File: src/rtl/stack_unit.sv
// -----------------------------------------------------------------------------
// stack_unit
//   Hardware LIFO operand stack for the multicycle stack-machine CPU.
//   Accepts the controller's push/pop strobes, supplies the top-of-stack value,
//   registered pop results and the ZERO flag used by JZ. Overflow and underflow
//   are sticky and move the stack into an error state. In that state the stack
//   is frozen until clr_err is asserted.
//
// Ports
//   clk        in   1         clock, rising edge
//   rst        in   1         asynchronous, active-high reset
//   push       in   1         push request
//   pop        in   1         pop request
//   push_data  in   DATA_W    data written on push
//   clr_err    in   1         clears error flags and leaves the error state
//   pop_data   out  DATA_W    value removed by the last accepted pop
//   pop_valid  out  1         pulse: pop_data updated by the previous edge
//   tos_data   out  DATA_W    current top of stack, 0 when empty
//   tos_zero   out  1         top of stack is zero and stack is not empty
//   count      out  ADDR_W+1  number of valid entries, 0..DEPTH
//   empty      out  1         count == 0
//   full       out  1         count == DEPTH
//   overflow   out  1         sticky: push attempted while full
//   underflow  out  1         sticky: pop attempted while empty
// -----------------------------------------------------------------------------
module stack_unit #(
    parameter int DATA_W = 8,
    parameter int ADDR_W = 4
) (
    input  logic              clk,
    input  logic              rst,
    input  logic              push,
    input  logic              pop,
    input  logic [DATA_W-1:0] push_data,
    input  logic              clr_err,
    output logic [DATA_W-1:0] pop_data,
    output logic              pop_valid,
    output logic [DATA_W-1:0] tos_data,
    output logic              tos_zero,
    output logic [ADDR_W:0]   count,
    output logic              empty,
    output logic              full,
    output logic              overflow,
    output logic              underflow
);

    localparam int             DEPTH      = 2 ** ADDR_W;
    localparam logic [ADDR_W:0] FULL_COUNT = {1'b1, {ADDR_W{1'b0}}};
    localparam logic [ADDR_W:0] CNT_ONE    = {{ADDR_W{1'b0}}, 1'b1};

    typedef enum logic [1:0] {
        S_EMPTY,
        S_ACTIVE,
        S_FULL,
        S_ERR
    } state_t;

    state_t              state;
    state_t              next_state;
    logic [ADDR_W:0]     sp;        // next free slot; doubles as the entry count
    logic [ADDR_W:0]     sp_next;
    logic [ADDR_W-1:0]   top_idx;
    logic                do_push;
    logic                do_pop;
    logic                do_swap;   // push+pop on a non-empty stack: replace top
    logic                set_ovf;
    logic                set_udf;
    logic [DATA_W-1:0]   mem [DEPTH];

    assign count   = sp;
    assign empty   = (sp == '0);
    assign full    = (sp == FULL_COUNT);
    // Wraps to DEPTH-1 when sp == DEPTH, which is exactly the top slot.
    assign top_idx = sp[ADDR_W-1:0] - ADDR_W'(1);

    assign tos_data = empty ? '0 : mem[top_idx];
    assign tos_zero = !empty && (tos_data == '0);

    function automatic state_t state_for(input logic [ADDR_W:0] c);
        if (c == '0)
            return S_EMPTY;
        else if (c == FULL_COUNT)
            return S_FULL;
        else
            return S_ACTIVE;
    endfunction

    // NOTE: every signal gets a default before any branch so this block can
    // never infer a latch, whatever combination of requests arrives.
    always_comb begin
        do_push    = 1'b0;
        do_pop     = 1'b0;
        do_swap    = 1'b0;
        set_ovf    = 1'b0;
        set_udf    = 1'b0;
        sp_next    = sp;
        next_state = state;

        if (clr_err) begin
            // Recovery edge: no operation, state re-derived from the depth.
            next_state = state_for(sp);
        end else if (state != S_ERR) begin
            case ({push, pop})
                2'b10: begin
                    if (full) set_ovf = 1'b1;
                    else      do_push = 1'b1;
                end
                2'b01: begin
                    if (empty) set_udf = 1'b1;
                    else       do_pop  = 1'b1;
                end
                2'b11: begin
                    // On an empty stack the push still lands; only the pop fails.
                    if (empty) begin
                        do_push = 1'b1;
                        set_udf = 1'b1;
                    end else begin
                        do_swap = 1'b1;
                    end
                end
                default: ;
            endcase

            if (do_push)
                sp_next = sp + CNT_ONE;
            else if (do_pop)
                sp_next = sp - CNT_ONE;

            next_state = (set_ovf || set_udf) ? S_ERR : state_for(sp_next);
        end
    end

    // NOTE: sequential state uses non-blocking assignments so every register
    // samples pre-edge values, independent of block ordering.
    always_ff @(posedge clk or posedge rst) begin
        if (rst)
            state <= S_EMPTY;
        else
            state <= next_state;
    end

    always_ff @(posedge clk or posedge rst) begin
        if (rst) begin
            sp        <= '0;
            pop_data  <= '0;
            pop_valid <= 1'b0;
            overflow  <= 1'b0;
            underflow <= 1'b0;
        end else begin
            sp        <= sp_next;
            pop_valid <= do_pop || do_swap;
            if (do_pop || do_swap)
                pop_data <= mem[top_idx];
            if (clr_err) begin
                overflow  <= 1'b0;
                underflow <= 1'b0;
            end else begin
                if (set_ovf) overflow  <= 1'b1;
                if (set_udf) underflow <= 1'b1;
            end
        end
    end

    // NOTE: the storage array has no reset; its contents are only ever read
    // below sp, and sp is reset, so stale data is never visible.
    always_ff @(posedge clk) begin
        if (do_push)
            mem[sp[ADDR_W-1:0]] <= push_data;
        else if (do_swap)
            mem[top_idx] <= push_data;
    end

endmodule

File: config.mk
export PLATFORM = sky130hd
export DESIGN_NAME = stack_unit
export DESIGN_NICKNAME = d
export VERILOG_FILES = /design/src/rtl/stack_unit.sv
export SDC_FILE = /design/constraint.sdc
export NUM_CORES = 1
export LEC_CHECK = 0
export CORE_MARGIN = 2
export CORE_UTILIZATION = 31
export DETAILED_ROUTE_END_ITERATION = 10
export SLEW_MARGIN = 20
export SYNTH_ARGS = -nofsm -noshare
export SYNTH_HDL_FRONTEND = slang
export SYNTH_SLANG_ARGS = --single-unit
File: constraint.sdc
create_clock -name clk -period 5.04 [get_ports clk]
set_input_delay 1.008 -clock clk [delete_from_list [all_inputs] [get_ports clk]]
set_output_delay 1.008 -clock clk [all_outputs]
set_load 0.02 [all_outputs]
==> flow_metrics.tcl <==
set metrics [dict create \
    critical_path_class "reg2out" \
    hold_violations 0 \
    hpwl_um 8840 \
    vias_per_cell 4.95 \
    die_x_um 145 \
    fin_tns_setup_ns 0 \
    drtPass1Iterations 5 \
    syn_avg_cell_area_um2 16.7 \
    insertion_delay_ns 0.43 \
    vias 3498 \
    die_h_um 145 \
    fmax_mhz 211 \
    areaGrowthSynthToFinish_pct 22.6 \
    drc_errors 0 \
    gp_routability_congestion 0.845 \
    endpoint_kind "output port" \
    num_rows 51 \
    async_flop_share 0.123 \
    switching_share 0.361 \
    rsz0062_at_grt "no" \
    netSwitchingPower_mw 1.82 \
    synthCells 368 \
    drv_cap 0 \
    clkSlewWorstSetupHoldPaths_ns 0.06 \
    ys_seq_elements 146 \
    startpoint_type "flop" \
    synth_cell_types 51 \
    dieArea_um2 21000 \
    antenna_cells 0 \
    utilization 0.388 \
    synth.yosys.warnings 0 \
    grt_usage 0.136 \
    power_density_nw_per_um2 670 \
    synth_area_um2 6160 \
    cts_tree "built" \
    ys_seq_area_frac 0.697 \
    combPwrFrac 0.453 \
    drt_wl_total_um 13500 \
    grt_pass1_wl_um 21400 \
    path_max_fanout 42 \
    grt_max_degree 43 \
    first_iter_violations 284 \
    clkPwrFrac 0.249 \
    drive_gt1_frac 0.240 \
    synth_fp_nets 383 \
    p_int_mw 3.23 \
    clkSinkCount 146 \
    wl_per_cell_um 19.1 \
    status "completed" \
    slew_violations 0 \
    period_minus_slack_ns 4.74 \
    port-buffer-count 39 \
    p_leak_nw 2.51 \
    cts.path.max_buffers 2 \
    arrival_ns 3.73 \
    cts_root_buf "clkbuf_16" \
    postCtsSetupBuffers 0 \
    hold_path_class "reg2reg" \
    finalCritPeriodShare 0.940 \
    vdd_drop_max_v 0.000264 \
    htreeDepth 4 \
    synthFlopType "edfxtp_1" \
    finalClockSkew_ns 0.00730 \
    slew-limit-headroom 0.453 \
    nets 444 \
    core_um2 19500 \
    worstMarginPinSlew_ns 0.813 \
    synth-edff-count 128 \
    io_pins 40 \
    setup_violations 0 \
    cts_buffers 17 \
    dp.cells 675 \
    p_seq_frac 0.299 \
    initial_core_util 0.317 \
    critPathRequiredTime_ns 4.03 \
    grt-ovfl-total 0 \
    stdcell_count 707 \
    grt_pass1_vias 3636 \
    grt_antenna_before_repair 0 \
    drtAntennaViolNets 0 \
]
worst max-delay path: stages (launching register included):
cell and delay [ns]:
dfrtp_2 0.36, buf_4 0.57, mux4_2 0.58, and2_1 0.16, a211oi_1 0.38, a31oi_1 0.16
nor4_1 0.26, and4b_1 0.21, clkdlybuf4s50_1 0.60
metrics by stage:
stage                     worst slack, ns  power (mW)  cell area, um^2  hold slack, ns
after floorplan                     0.723        3.01             6160           0.579
after global placement              0.577        3.82             6950           0.475
after detailed placement            0.572        3.83             6950           0.486
after CTS                           0.108        5.09             7550           0.499
after global routing               0.0477        5.32             7550           0.533
final                               0.301        5.06             7550           0.498
layout by cell type (no fill, tap or decap), types with 3 or more instances in the layout:
cell	count
nand3_1	5
a211oi_1	3
nand2_1	36
inv_1	6
dfrtp_1	16
nor3_1	4
a21oi_1	5
nand4_1	4
mux4_2	32
o21ai_0	12
and2_1	9
mux2_2	7
nor2_1	22
mux2i_1	4
clkbuf_16	17
a31oi_1	9
bufinv_16	3
edfxtp_1	128
clkinvlp_4	3
nor4_1	5
clkdlybuf4s50_1	39
clkinv_4	4
buf_4	23
xnor2_1	4
sequential cells by signal, indices dropped and copies added, names as in the netlist:
signal / cells
mem: 128
count: 5
overflow: 1
pop_valid: 1
underflow: 1
pop_data: 8
state: 2
area by class of cell:
type / count / area, um^2
fillers: 1777 / 11900
flip-flops and latches: 146 / 4300
multi-input cells: 193 / 1730
repair buffers: 62 / 563
clock buffers: 19 / 433
well taps: 265 / 332
clock inverters: 13 / 161
inverters: 9 / 38.8
logic make-up after synthesis:
family / after synthesis / synth area share
AND/OR/NAND/NOR: 98 / 0.0806
multiplexers: 43 / 0.136
XOR/XNOR: 6 / 0.00853
buffers and inverters: 29 / 0.0231
adder cells (fa/ha/maj): 2 / 0.00406
flip-flops: 146 / 0.697
AO/OA/AOI/OAI: 44 / 0.0506
final timing paths:
path	startpoint	end	slack, ns	cells after the start
min in group asynchronous	rst	count[0]	1.00	2
min	pop_data[6]	pop_data[6]	0.50	2
max	count[0]	tos_zero	0.30	8
max reg2reg	count[1]	mem[6][5]	1.81	10
min reg2reg	pop_data[6]	pop_data[6]	0.50	2
max in group asynchronous	rst	count[1]	3.54	2
metal layers:
layer,vias to the layer above,routed length (um),GRT usage
met2,116,6600,0.221
li1,1575,-,-
met5,-,0,0
met1,1780,5710,0.168
met3,27,873,0.0412
met4,0,339,0.0624
cell usage after synthesis (2+ instances only):
master	number	area (um^2)
mux2_2	7	78.8
dfrtp_1	18	450
a21o_1	2	15.0
a31oi_1	9	56.3
clkbuf_1	8	30.0
a32oi_1	2	17.5
a211oi_1	3	22.5
nor2_1	22	82.6
inv_1	6	22.5
nand4_1	4	25.0
o21ai_0	12	60.1
and2_1	9	56.3
ha_1	2	25.0
buf_6	2	22.5
a22oi_2	2	25.0
xor2_1	2	17.5
nor3_2	2	20.0
mux4_2	32	721
nor3_1	4	20.0
nand2_1	36	135
buf_2	8	40.0
nor4_1	5	31.3
xnor2_1	4	35.0
nor2b_1	2	12.5
mux2i_1	4	40.0
a21oi_1	5	25.0
nand3_1	5	25.0
edfxtp_1	128	3840
power by group through the flow:
stage,sequential [mW],clock (mW),combinational [mW]
2_1_floorplan,1.55,0,1.46
3_3_place_gp,1.53,0,2.29
3_5_place_dp,1.53,0,2.30
4_1_cts,1.51,1.28,2.30
5_1_grt,1.52,1.33,2.46
6_report,1.51,1.26,2.29
repair_timing:
action                     CTS  global route
hold buffers                 0             0
setup endpoints to repair    0             1
gates resized for setup      0             2
hold endpoints to repair     0             0
Power figures use the tool's default switching activity.
